===== src/rtl/mix_columns_iter.sv =====
// mix_columns_iter: iterative AES MixColumns / InvMixColumns engine.
// Accepts one 128-bit column-major state per in_valid/in_ready handshake,
// transforms COLS_PER_CYCLE columns per clock in place, then holds the
// result on out_data with out_valid until out_ready is seen.
//
// Ports:
//   clk, rst_n          clock (rising edge), async active-low reset
//   in_valid/in_ready   input handshake; in_ready is high only in IDLE
//   in_data [127:0]     state, column c at [127-32c -: 32], byte r at [127-32c-8r -: 8]
//   in_inv              0 = MixColumns, 1 = InvMixColumns (latched at accept)
//   out_valid/out_ready output handshake
//   out_data [127:0]    working register; meaningful only while out_valid=1
//   busy                high in RUN or DONE
module mix_columns_iter #(
  parameter int unsigned COLS_PER_CYCLE = 1
) (
  input  logic         clk,
  input  logic         rst_n,
  input  logic         in_valid,
  output logic         in_ready,
  input  logic [127:0] in_data,
  input  logic         in_inv,
  output logic         out_valid,
  input  logic         out_ready,
  output logic [127:0] out_data,
  output logic         busy
);

  localparam int unsigned NUM_STEPS = 4 / COLS_PER_CYCLE;

  if (!(COLS_PER_CYCLE == 1 || COLS_PER_CYCLE == 2 || COLS_PER_CYCLE == 4)) begin : g_bad_cols
    $error("mix_columns_iter: COLS_PER_CYCLE must be 1, 2 or 4");
  end

  typedef enum logic [1:0] {
    IDLE,
    RUN,
    DONE
  } state_t;

  state_t       state;
  logic [1:0]   step;
  logic         mode;
  logic [127:0] work;
  logic [127:0] work_next;
  logic         in_ready_q;
  logic         out_valid_q;
  logic         busy_q;

  function automatic logic [7:0] xtime(input logic [7:0] a);
    return {a[6:0], 1'b0} ^ (a[7] ? 8'h1b : 8'h00);
  endfunction

  // Multiply one column by the forward or inverse matrix. The inverse
  // coefficients are composed from the x2/x4/x8 chain:
  //   9 = x8^1, B = x8^x2^1, D = x8^x4^1, E = x8^x4^x2.
  function automatic logic [31:0] mix_col(input logic [31:0] col, input logic inv);
    logic [7:0] a0, a1, a2, a3;
    logic [7:0] m2 [4];
    logic [7:0] m3 [4];
    logic [7:0] m9 [4];
    logic [7:0] mb [4];
    logic [7:0] md [4];
    logic [7:0] me [4];
    logic [7:0] a  [4];
    logic [7:0] x4, x8;
    logic [31:0] res;
    a0 = col[31:24];
    a1 = col[23:16];
    a2 = col[15:8];
    a3 = col[7:0];
    a[0] = a0;
    a[1] = a1;
    a[2] = a2;
    a[3] = a3;
    for (int unsigned r = 0; r < 4; r++) begin
      m2[r] = xtime(a[r]);
      x4    = xtime(m2[r]);
      x8    = xtime(x4);
      m3[r] = m2[r] ^ a[r];
      m9[r] = x8 ^ a[r];
      mb[r] = x8 ^ m2[r] ^ a[r];
      md[r] = x8 ^ x4 ^ a[r];
      me[r] = x8 ^ x4 ^ m2[r];
    end
    if (inv) begin
      res[31:24] = me[0] ^ mb[1] ^ md[2] ^ m9[3];
      res[23:16] = m9[0] ^ me[1] ^ mb[2] ^ md[3];
      res[15:8]  = md[0] ^ m9[1] ^ me[2] ^ mb[3];
      res[7:0]   = mb[0] ^ md[1] ^ m9[2] ^ me[3];
    end else begin
      res[31:24] = m2[0] ^ m3[1] ^ a2    ^ a3;
      res[23:16] = a0    ^ m2[1] ^ m3[2] ^ a3;
      res[15:8]  = a0    ^ a1    ^ m2[2] ^ m3[3];
      res[7:0]   = m3[0] ^ a1    ^ a2    ^ m2[3];
    end
    return res;
  endfunction

  // Column g belongs to step g / COLS_PER_CYCLE; only that step rewrites it.
  for (genvar g = 0; g < 4; g++) begin : g_col
    logic [31:0] mixed;
    assign mixed = mix_col(work[127-32*g -: 32], mode);
    assign work_next[127-32*g -: 32] =
      (step == 2'(g / COLS_PER_CYCLE)) ? mixed : work[127-32*g -: 32];
  end

  always_ff @(posedge clk or negedge rst_n) begin
    if (!rst_n) begin
      state       <= IDLE;
      step        <= '0;
      mode        <= 1'b0;
      work        <= '0;
      in_ready_q  <= 1'b1;
      out_valid_q <= 1'b0;
      busy_q      <= 1'b0;
    end else begin
      case (state)
        IDLE: begin
          if (in_valid) begin
            work       <= in_data;
            mode       <= in_inv;
            step       <= '0;
            state      <= RUN;
            in_ready_q <= 1'b0;
            busy_q     <= 1'b1;
          end
        end
        RUN: begin
          work <= work_next;
          if (step == 2'(NUM_STEPS - 1)) begin
            step        <= '0;
            state       <= DONE;
            out_valid_q <= 1'b1;
          end else begin
            step <= step + 2'd1;
          end
        end
        DONE: begin
          if (out_ready) begin
            state       <= IDLE;
            out_valid_q <= 1'b0;
            in_ready_q  <= 1'b1;
            busy_q      <= 1'b0;
          end
        end
        default: begin
          state       <= IDLE;
          step        <= '0;
          out_valid_q <= 1'b0;
          in_ready_q  <= 1'b1;
          busy_q      <= 1'b0;
        end
      endcase
    end
  end

  assign in_ready  = in_ready_q;
  assign out_valid = out_valid_q;
  assign busy      = busy_q;
  assign out_data  = work;

endmodule


===== config.mk =====
export PLATFORM = sky130hd
export DESIGN_NAME = mix_columns_iter
export DESIGN_NICKNAME = d
export VERILOG_FILES = /design/src/rtl/mix_columns_iter.sv
export SDC_FILE = /design/constraint.sdc
export NUM_CORES = 1
export LEC_CHECK = 0
export BUFFER_PORTS_ARGS = -buffer_cell sky130_fd_sc_hd__buf_2
export CAP_MARGIN = 20
export CELL_PAD_IN_SITES_DETAIL_PLACEMENT = 1
export CELL_PAD_IN_SITES_GLOBAL_PLACEMENT = 1
export CORE_ASPECT_RATIO = 0.7
export CORE_MARGIN = 1
export CORE_UTILIZATION = 45
export DETAILED_ROUTE_END_ITERATION = 6
export PLACE_DENSITY = 0.8
export RECOVER_POWER = 100
export SYNTH_ARGS = -nofsm -noshare
export SYNTH_HDL_FRONTEND = slang
export SYNTH_SLANG_ARGS = --single-unit

===== constraint.sdc =====
create_clock -name clk -period 6.32 [get_ports clk]
set_input_delay 1.264 -clock clk [delete_from_list [all_inputs] [get_ports clk]]
set_output_delay 1.264 -clock clk [all_outputs]
set_load 0.005 [all_outputs]

==> reports/results.ini, run 1 <==
[die]
die_height_um = 162.7
fp-row-count = 58
fp.dieArea_sq_um = 37670
core_region_area_sq_um = 36140
initial_core_util_pct = 45.94
dieWidth_um = 231.6
io_pins = 264

[global_routing]
grt_antenna_before_repair = 5
grt-ovfl-total = 0
vias_in_the_first_global_route = 13850
global_route_wire_length_before_repair_um = 84840
pin_count_of_the_biggest_net_entering_global_routing = 80
grt.total_usage_pct = 29.74

[layout]
drive_gt1_share_pct = 12.82
fin_util_pct = 50.80
areaGrowthSynthToFinish_pct = 10.58
final_net_count = 2058

[setup_path]
worst-r2r-cell-count = 6
critical_path_peak_fanout = 62
cp-endpoint = out_data[98]$_DFFE_PN0P_
r2r_setup_slack_ps = 1820
worst_path_largest_cell_delay_ps = 2320
slowest_stage = sky130_fd_sc_hd__clkbuf_1
required_ps = 6690
crit_cells = 6
timing.rr.start = mode$_DFFE_PN0P_
critical_path.endpoint_type = flip-flop
worst_setup_path_start_kind = flip-flop
timing_worst_setup_path_type = flip-flop to flip-flop
worst_ep_arrival_time_ps = 4860
worstReg2RegEnd = out_data[98]$_DFFE_PN0P_
critical_path.cell_chain = clkbuf_1 -> nand2_1 -> xor2_1 -> xnor2_1 -> nor2_1 -> o21ai_0
critPathTopFamily = buffers and inverters
sum_of_buffers_and_inverters_on_the_critical_path = 1
crit_path_start = mode$_DFFE_PN0P_

[clock_network]
post-cts-setup-buffers = 0
cts_tree = built
tritoncts.num_buffers = 17
post_cts_resize_count = 0
postCtsHoldBufs = 0
cts-root-buf = sky130_fd_sc_hd__clkbuf_16
clock_slew_at_reported_path_ffs_ps = 70
clock_sinks = 136
htree_levels = 4
clk_path_buf_depth = 2
worst_skew_pair.late_latency_ps = 460

[logic_synthesis]
yosys_register_bits = 136
synth.lib_cells_used.distinct = 46
yosys.area.top_type_share_pct = 30.34
synth_top_area_cell = sky130_fd_sc_hd__xnor2_1
postSynthCellCount = 1801
synth_sequential_area_ratio_pct = 20.51
synthArstFlopShare_pct = 100.0
synth_flop_cell = sky130_fd_sc_hd__dfrtp_1
synth_enable_flop_cells = 0
syn_avg_cell_area_sq_um = 9.218
mappedNetlistNets = 1938
post_synth_main_area_contributors = sky130_fd_sc_hd__xnor2_1, sky130_fd_sc_hd__dfrtp_1, sky130_fd_sc_hd__xnor3_1, sky130_fd_sc_hd__xor2_1, sky130_fd_sc_hd__o21ai_0
syn-cell-area_sq_um = 16600
ys.warnings.count = 0

[worst_hold_path]
holdCritPathClass = flip-flop to flip-flop

[route]
first_iteration_detailed_routing_drc_count = 1097
drc_errors = 0
final_antenna_net_count = 0
via_count = 13330
post_drt_wl_per_cell_um = 22.77
vias_per_cell = 5.511
dr.pass1.iters = 5
routed_wirelength_um = 55080

[sta]
fmax_ghz = 0.2224
report.final.setup_viol = 0
timing.setup.tns_ps = 0
tightestPinTransition_ps = 3199
skew_ps = 15.64
postLayoutSetupSlackWorst_ps = 1824
worst_slew_margin_rel_pct = -113.3
timing_hold_violations_final = 0
final_max_slew_viol_count = 170
final_worst_path_period_share_pct = 71.13
post_layout_min_period_ps = 4496
setup_repair_after_global_routing_missed_its_margin = false

[run_status]
failed_checks = max-capacitance violations, max-slew violations
status = complete, but fails checks

[run]
max-cap-violations = 4

[placed_design]
port-buffer-count = 263
place_worst_setup_slack_ps = 3344
routabilityCongestion = 0.9183
hpwl_um = 40520

## cell usage in the layout, fill, tap and decap left out, types with 57 or more instances in the layout
cell type and count:
sky130_fd_sc_hd__xnor2_1 575, sky130_fd_sc_hd__xor2_1 191, sky130_fd_sc_hd__buf_2 187, sky130_fd_sc_hd__o21ai_0 155
sky130_fd_sc_hd__nand2_1 150, sky130_fd_sc_hd__dfrtp_1 134, sky130_fd_sc_hd__nor2_1 84, sky130_fd_sc_hd__xnor3_1 78
sky130_fd_sc_hd__clkbuf_1 78, sky130_fd_sc_hd__mux2i_1 57
## cell families after synthesis
group | after synthesis | share of synthesized area (%)
mux | 58 | 3.505
xor+xnor | 873 | 54.77
buf+inv | 181 | 4.718
flops | 136 | 20.51
compound gates | 278 | 9.564
fa+ha+maj | 4 | 0.3015
simple gates | 271 | 6.633
## synthesized netlist by cell type (3+ instances only)
cell type and number:
sky130_fd_sc_hd__xor2_2 3, sky130_fd_sc_hd__a21o_1 14, sky130_fd_sc_hd__nand3_1 6, sky130_fd_sc_hd__xor2_1 191, sky130_fd_sc_hd__buf_1 12, sky130_fd_sc_hd__mux2i_1 57, sky130_fd_sc_hd__buf_4 7, sky130_fd_sc_hd__ha_1 4
sky130_fd_sc_hd__o21ai_1 3, sky130_fd_sc_hd__clkbuf_1 101, sky130_fd_sc_hd__o211ai_1 3, sky130_fd_sc_hd__dfrtp_1 135, sky130_fd_sc_hd__a211oi_1 28, sky130_fd_sc_hd__nand2_1 150, sky130_fd_sc_hd__xnor2_1 575, sky130_fd_sc_hd__o21ai_0 152
sky130_fd_sc_hd__buf_2 56, sky130_fd_sc_hd__xor3_1 17, sky130_fd_sc_hd__a21oi_1 46, sky130_fd_sc_hd__o31ai_1 5, sky130_fd_sc_hd__nand2b_1 6, sky130_fd_sc_hd__xnor3_1 78, sky130_fd_sc_hd__nor2b_1 3, sky130_fd_sc_hd__o22ai_1 9
sky130_fd_sc_hd__and3_1 16, sky130_fd_sc_hd__inv_1 3, sky130_fd_sc_hd__xnor2_2 6, sky130_fd_sc_hd__nor2_1 84, sky130_fd_sc_hd__a221oi_1 9
## how the worst min path moves through the flow
| stage | startpoint | to | slack (ps) | cells past startpoint |
|---|---|---|---|---|
| floorplan | step[0]$_DFFE_PN0P_ | step[0]$_DFFE_PN0P_ | 490 | 1 |
| global placement | out_valid$_DFFE_PN0P_ | out_valid$_DFFE_PN0P_ | 490 | 2 |
| detailed placement | out_valid$_DFFE_PN0P_ | out_valid$_DFFE_PN0P_ | 510 | 2 |
| CTS | out_valid$_DFFE_PN0P_ | out_valid$_DFFE_PN0P_ | 520 | 2 |
| global route | out_valid$_DFFE_PN0P_ | out_valid$_DFFE_PN0P_ | 570 | 2 |
| finish | out_valid$_DFFE_PN0P_ | out_valid$_DFFE_PN0P_ | 520 | 2 |
## per-stage QoR
| stage | hold WS, ps | area (sq um) | cells |
|---|---|---|---|
| floorplan | 489.5 | 16600 | 1801 |
| CTS | 519.0 | 18470 | 2414 |
| detailed placement | 505.1 | 17890 | 2382 |
| global route | 570.8 | 18350 | 2417 |
| finish | 515.6 | 18360 | 2419 |
| global placement | 488.8 | 17890 | 2382 |
## worst min-delay path: stages (launching register included)
cell and delay (ps):
sky130_fd_sc_hd__dfrtp_1 370, sky130_fd_sc_hd__nand2_1 50, sky130_fd_sc_hd__o21ai_0 60
## registers in the layout, indices dropped and copies added (netlist names)
register / flops
out_data: 128
state: 2
step: 2
busy: 1
in_ready: 1
mode: 1
out_valid: 1
## per-layer routing
layer / wire length (um) / up-vias / GRT usage, %
met5: 0 / - / 0
met4: 1268 / 0 / 9.031
met3: 3330 / 72 / 4.867
met2: 24960 / 462 / 45.99
met1: 25520 / 6731 / 42.42
li1: - / 6067 / -
## final cells by class
class / count / area, sq um
diodes: 5 / 12.51
clock buffers: 17 / 425.4
clock inverters: 15 / 152.6
fillers: 4229 / 17780
inverters: 4 / 15.01
multi-input cells: 1484 / 12420
flip-flops and latches: 136 / 3408
well taps: 480 / 600.6
repair buffers: 278 / 1323
Power of run 1 is left out: the tool's default activity adds up to more than one toggle a clock period on the data nets, which glitch-free logic cannot reach.
==> run 2, diff against run 1 <==
ABC_AREA = 1   (was not set)
CORE_UTILIZATION = 38   (was 45)
PLACE_DENSITY = 0.76   (was 0.8)
clock period = 3.7 ns   (was 6.32 ns; I/O delays follow)
==> reports/results.ini, run 2 <==
[logic_synthesis]
syn_avg_cell_area_sq_um = 5.683
synth_top_area_cell = sky130_fd_sc_hd__nand2_1
synth_flop_cell = sky130_fd_sc_hd__dfrtp_1
mappedNetlistNets = 4816
syn-cell-area_sq_um = 26590
synth_enable_flop_cells = 0
yosys_register_bits = 136
ys.warnings.count = 0
postSynthCellCount = 4679
yosys.area.top_type_share_pct = 28.61
post-synth-top-count-cell = sky130_fd_sc_hd__nand2_1
synthArstFlopShare_pct = 100.0
yosys-top-cells-count = sky130_fd_sc_hd__nand2_1, sky130_fd_sc_hd__xor2_1, sky130_fd_sc_hd__inv_1
synth_sequential_area_ratio_pct = 12.80
synth.lib_cells_used.distinct = 41
post_synth_main_area_contributors = sky130_fd_sc_hd__nand2_1, sky130_fd_sc_hd__xor2_1, sky130_fd_sc_hd__dfrtp_1, sky130_fd_sc_hd__xnor2_1, sky130_fd_sc_hd__nand3_1

[setup_path]
worst_setup_path_start_kind = flip-flop
critical_path.endpoint_type = flip-flop
worst_ep_arrival_time_ps = 3610
timing_worst_setup_path_type = flip-flop to flip-flop
required_ps = 4120
critical_path_peak_fanout = 13

[placed_design]
routabilityCongestion = 1.000
hpwl_um = 94940
port-buffer-count = 263

[die]
io_pins = 264
fp-row-count = 80
dieWidth_um = 318.2
fp.dieArea_sq_um = 71060
core_region_area_sq_um = 68670
die_height_um = 223.3
initial_core_util_pct = 38.73

[run_status]
failed_checks = max-capacitance violations
status = complete, but fails checks

[sta]
timing_hold_violations_final = 0
report.final.setup_viol = 0
setup_repair_after_global_routing_missed_its_margin = false
worst_slew_margin_rel_pct = 0.6085
fmax_ghz = 0.3126
final_worst_path_period_share_pct = 86.45
final_max_slew_viol_count = 0
skew_ps = 16.68
timing.setup.tns_ps = 0
tightestPinTransition_ps = 1491
post_layout_min_period_ps = 3199

[layout]
leading_cell_types_in_the_layout_fill_and_taps_excluded = sky130_fd_sc_hd__nand2_1, sky130_fd_sc_hd__xor2_1, sky130_fd_sc_hd__inv_1
mostFrequentLayoutCell = sky130_fd_sc_hd__nand2_1
largest_reg_flops = 128
drive_gt1_share_pct = 8.926
final_net_count = 4975
areaGrowthSynthToFinish_pct = 8.624
seq_area_sq_um = 3408
multi_input_comb_area_sq_um = 20110
n_fill_cell = 9745
antenna-diode-count = 0

[clock_network]
clk_path_buf_depth = 2
cts_tree = built
clock_sinks = 136
post-cts-setup-buffers = 0
tritoncts.num_buffers = 17
htree_levels = 4
cts-root-buf = sky130_fd_sc_hd__clkbuf_16
worst_skew_pair.late_latency_ps = 530
postCtsHoldBufs = 0
clock_slew_at_reported_path_ffs_ps = 80
post_cts_resize_count = 0

[route]
routed_wirelength_um = 122600
via_count = 30880
dr.pass1.iters = 5
first_iteration_detailed_routing_drc_count = 2815
final_antenna_net_count = 0
vias_per_cell = 5.367
post_drt_wl_per_cell_um = 21.31
drc_errors = 0

[global_routing]
grt.total_usage_pct = 34.17
pin_count_of_the_biggest_net_entering_global_routing = 91
grt-ovfl-total = 0
global_route_wire_length_before_repair_um = 185700
vias_in_the_first_global_route = 30280
grt_antenna_before_repair = 3

[run]
max-cap-violations = 1

[worst_hold_path]
holdCritPathClass = primary input to async pin

run 2: worst paths after layout:
check | start | to | slack (ps) | cells past startpoint
max | out_data[7]$_DFFE_PN0P_ | out_data[22]$_DFFE_PN0P_ | 500 | 9
max reg2reg | out_data[7]$_DFFE_PN0P_ | out_data[22]$_DFFE_PN0P_ | 500 | 9
min in group clk | in_inv | mode$_DFFE_PN0P_ | 460 | 3
min reg2reg | in_ready$_DFFE_PN1P_ | in_ready$_DFFE_PN1P_ | 520 | 2
min | rst_n | out_data[68]$_DFFE_PN0P_ | 160 | 1
max in group asynchronous | rst_n | out_data[99]$_DFFE_PN0P_ | 1710 | 2
run 2: worst max-delay path, stage by stage, from the launching register on:
cell and delay, ps:
sky130_fd_sc_hd__dfrtp_1 350, sky130_fd_sc_hd__clkbuf_1 810, sky130_fd_sc_hd__nand2_1 110, sky130_fd_sc_hd__nand2_1 370, sky130_fd_sc_hd__xor2_1 570, sky130_fd_sc_hd__nand3_1 220
sky130_fd_sc_hd__nand3_1 130, sky130_fd_sc_hd__nand3_1 240, sky130_fd_sc_hd__a21oi_1 220, sky130_fd_sc_hd__nor2_1 50
run 2: area by class of cell:
class	count	area share, %
inverter	498	6.501
timing repair buffer	343	6.021
sequential	136	11.80
clock buffer	20	1.581
tap	902	3.907
clock inverter	12	0.5674
multi-input combinational	3842	69.62
run 2: kinds of logic (layout without fill, tap and decap cells):
logic type	count (synthesis)	in the layout	synth area share, %
buffers and inverters	701	873	11.21
and+or+nand+nor	2659	2659	40.73
xor gates and xnor gates	830	830	28.14
adders and majority gates	4	4	0.1882
DFF	136	136	12.80
AOI/OAI and AO/OA	349	349	6.931
run 2: routing by layer:
metal  GRT usage, %  wire (um)
met4          10.13       3179
met2          51.00      51190
met5              0          0
met1          49.68      57570
met3          5.846      10630
run 2: metrics by stage:
stage / std cells / utilization, % / hold WS [ps] / worst slack (ps) / area (sq um)
2_1_floorplan: 4679 / - / 444.4 / 1831 / 26590
3_3_place_gp: 5721 / 41.67 / 496.4 / 913.2 / 28610
3_5_place_dp: 5721 / 41.67 / 502.8 / 812.8 / 28610
4_1_cts: 5753 / 42.58 / 189.8 / 1075 / 29240
5_1_grt: 5753 / 42.07 / 206.2 / 429.7 / 28890
6_report: 5753 / 42.07 / 164.9 / 501.3 / 28890
Power of run 2 is left out for the same reason.
==> run 3, diff against run 2 <==
CORE_UTILIZATION = 45   (was 38)
PLACE_DENSITY = not set   (was 0.76)
PLACE_DENSITY_LB_ADDON = 0.1   (was not set)
SLEW_MARGIN = 10   (was not set)
clock period = 3.78 ns   (was 3.7 ns; I/O delays follow)
==> reports/results.ini, run 3 (synthesized netlist as in run 2, its figures left out) <==
[clock_network]
clock_sinks = 136
clk_path_buf_depth = 2
clock_slew_at_reported_path_ffs_ps = 70
postCtsHoldBufs = 0
tritoncts.num_buffers = 17
cts-root-buf = sky130_fd_sc_hd__clkbuf_16
cts_tree = built
worst_skew_pair.late_latency_ps = 520
htree_levels = 4
post-cts-setup-buffers = 0
post_cts_resize_count = 0

[route]
final_antenna_net_count = 0
via_count = 31000
first_iteration_detailed_routing_drc_count = 2798
routed_wirelength_um = 119800
dr.pass1.iters = 6
vias_per_cell = 5.536
post_drt_wl_per_cell_um = 21.40
drc_errors = 0

[run_status]
failed_checks = max-capacitance violations, max-slew violations
status = complete, but fails checks

[worst_hold_path]
timing.hold.worst_path_depth = 2
holdCritPathClass = primary input to flip-flop

[layout]
n_fill_cell = 8626
final-instance-count-excl-fill = 5600
largest_reg_flops = 128
mostFrequentLayoutCell = sky130_fd_sc_hd__nand2_1
final_net_count = 4965
leading_cell_types_in_the_layout_fill_and_taps_excluded = sky130_fd_sc_hd__nand2_1, sky130_fd_sc_hd__xor2_1, sky130_fd_sc_hd__inv_1
antenna-diode-count = 0
drive_gt1_share_pct = 8.554
areaGrowthSynthToFinish_pct = 7.660

[global_routing]
met3_usage_pct = 8.857
vias_in_the_first_global_route = 29920
grt_most_used_layer = met2
global_route_met1_utilization_pct = 56.01
pin_count_of_the_biggest_net_entering_global_routing = 177
met2_usage_pct = 58.81
grt.total_usage_pct = 39.44
global_route_wire_length_before_repair_um = 180400
grt-ovfl-total = 0
grt_antenna_before_repair = 0

[setup_path]
critical_path_peak_fanout = 14
critical_path.endpoint_type = flip-flop
worst-r2r-cell-count = 11
required_ps = 4200
worst_ep_arrival_time_ps = 3720
worst_setup_path_start_kind = flip-flop
timing_worst_setup_path_type = flip-flop to flip-flop
r2r_setup_slack_ps = 480

[sta]
setup_repair_after_global_routing_missed_its_margin = false
fmax_ghz = 0.3032
final_max_slew_viol_count = 110
report.final.setup_viol = 0
post_layout_min_period_ps = 3298
skew_ps = 13.32
worst_slew_margin_rel_pct = -26.80
final_worst_path_period_share_pct = 87.26
timing_hold_violations_final = 0
timing.setup.tns_ps = 0
tightestPinTransition_ps = 1902

[die]
io_pins = 264
fp.dieArea_sq_um = 60090
die_height_um = 205.4
dieWidth_um = 292.6
core_region_area_sq_um = 58330
initial_core_util_pct = 45.59
fp-row-count = 74

[run]
max-cap-violations = 2

[placed_design]
hpwl_um = 92400
port-buffer-count = 263
dp_cells = 5569
routabilityCongestion = 0.9837

[run 3: cell count changes in the layout (fill, tap and decap cells not counted), sizes merged]
cell | previous run | this run
buf | 257 | 239
clkbuf | 106 | 113
inv | 487 | 483
clkinv | 19 | 21
bufinv | 3 | 4
clkinvlp | 1 | 2
[run 3: worst paths after layout]
kind	from	end
max	out_data[39]$_DFFE_PN0P_	out_data[44]$_DFFE_PN0P_
min	out_ready	state[1]$_DFFE_PN0P_
max reg2reg	out_data[39]$_DFFE_PN0P_	out_data[44]$_DFFE_PN0P_
min reg2reg	out_valid$_DFFE_PN0P_	out_valid$_DFFE_PN0P_
max in group asynchronous	rst_n	mode$_DFFE_PN0P_
min in group asynchronous	rst_n	out_data[25]$_DFFE_PN0P_
[run 3: layout make-up]
type | instances | area, sq um | area share, %
Multi-Input combinational cell | 3842 | 20130 | 70.30
Sequential cell | 136 | 3408 | 11.90
Inverter | 498 | 1878 | 6.560
Timing Repair Buffer | 333 | 1645 | 5.747
Tap cell | 760 | 950.9 | 3.321
Clock buffer | 19 | 442.9 | 1.547
Clock inverter | 12 | 176.4 | 0.6162
[run 3: layer usage]
layer	routed length, um	vias to the layer above	part of all wire [%]
met2	49670	1346	41
met5	0	-	0
met3	11980	222	10
met4	3265	0	2.7
met1	54920	14950	46
li1	-	14490	-
[run 3: metrics by stage]
step | utilization [%] | setup slack [ps] | hold slack [ps] | area, sq um
finish | 49.08 | 481.7 | 510.1 | 28630
global route | 49.08 | 376.0 | 499.8 | 28630
floorplan | - | 1895 | 460.4 | 26590
detailed placement | 48.60 | 843.8 | 489.0 | 28350
global placement | 48.60 | 955.3 | 487.9 | 28350
CTS | 49.66 | 964.2 | 250.3 | 28970
[run 3: worst max-delay path: stages, from the launching register on]
cell and delay [ps]:
sky130_fd_sc_hd__dfrtp_1 330, sky130_fd_sc_hd__clkbuf_1 810, sky130_fd_sc_hd__inv_2 360, sky130_fd_sc_hd__nand2_1 140, sky130_fd_sc_hd__nand2_1 280, sky130_fd_sc_hd__xor2_1 600
sky130_fd_sc_hd__xnor2_1 160, sky130_fd_sc_hd__nand3b_1 190, sky130_fd_sc_hd__nand3_1 80, sky130_fd_sc_hd__nand2_1 110, sky130_fd_sc_hd__nand2_1 70, sky130_fd_sc_hd__nand2_1 40
Power of run 3 is left out for the same reason.
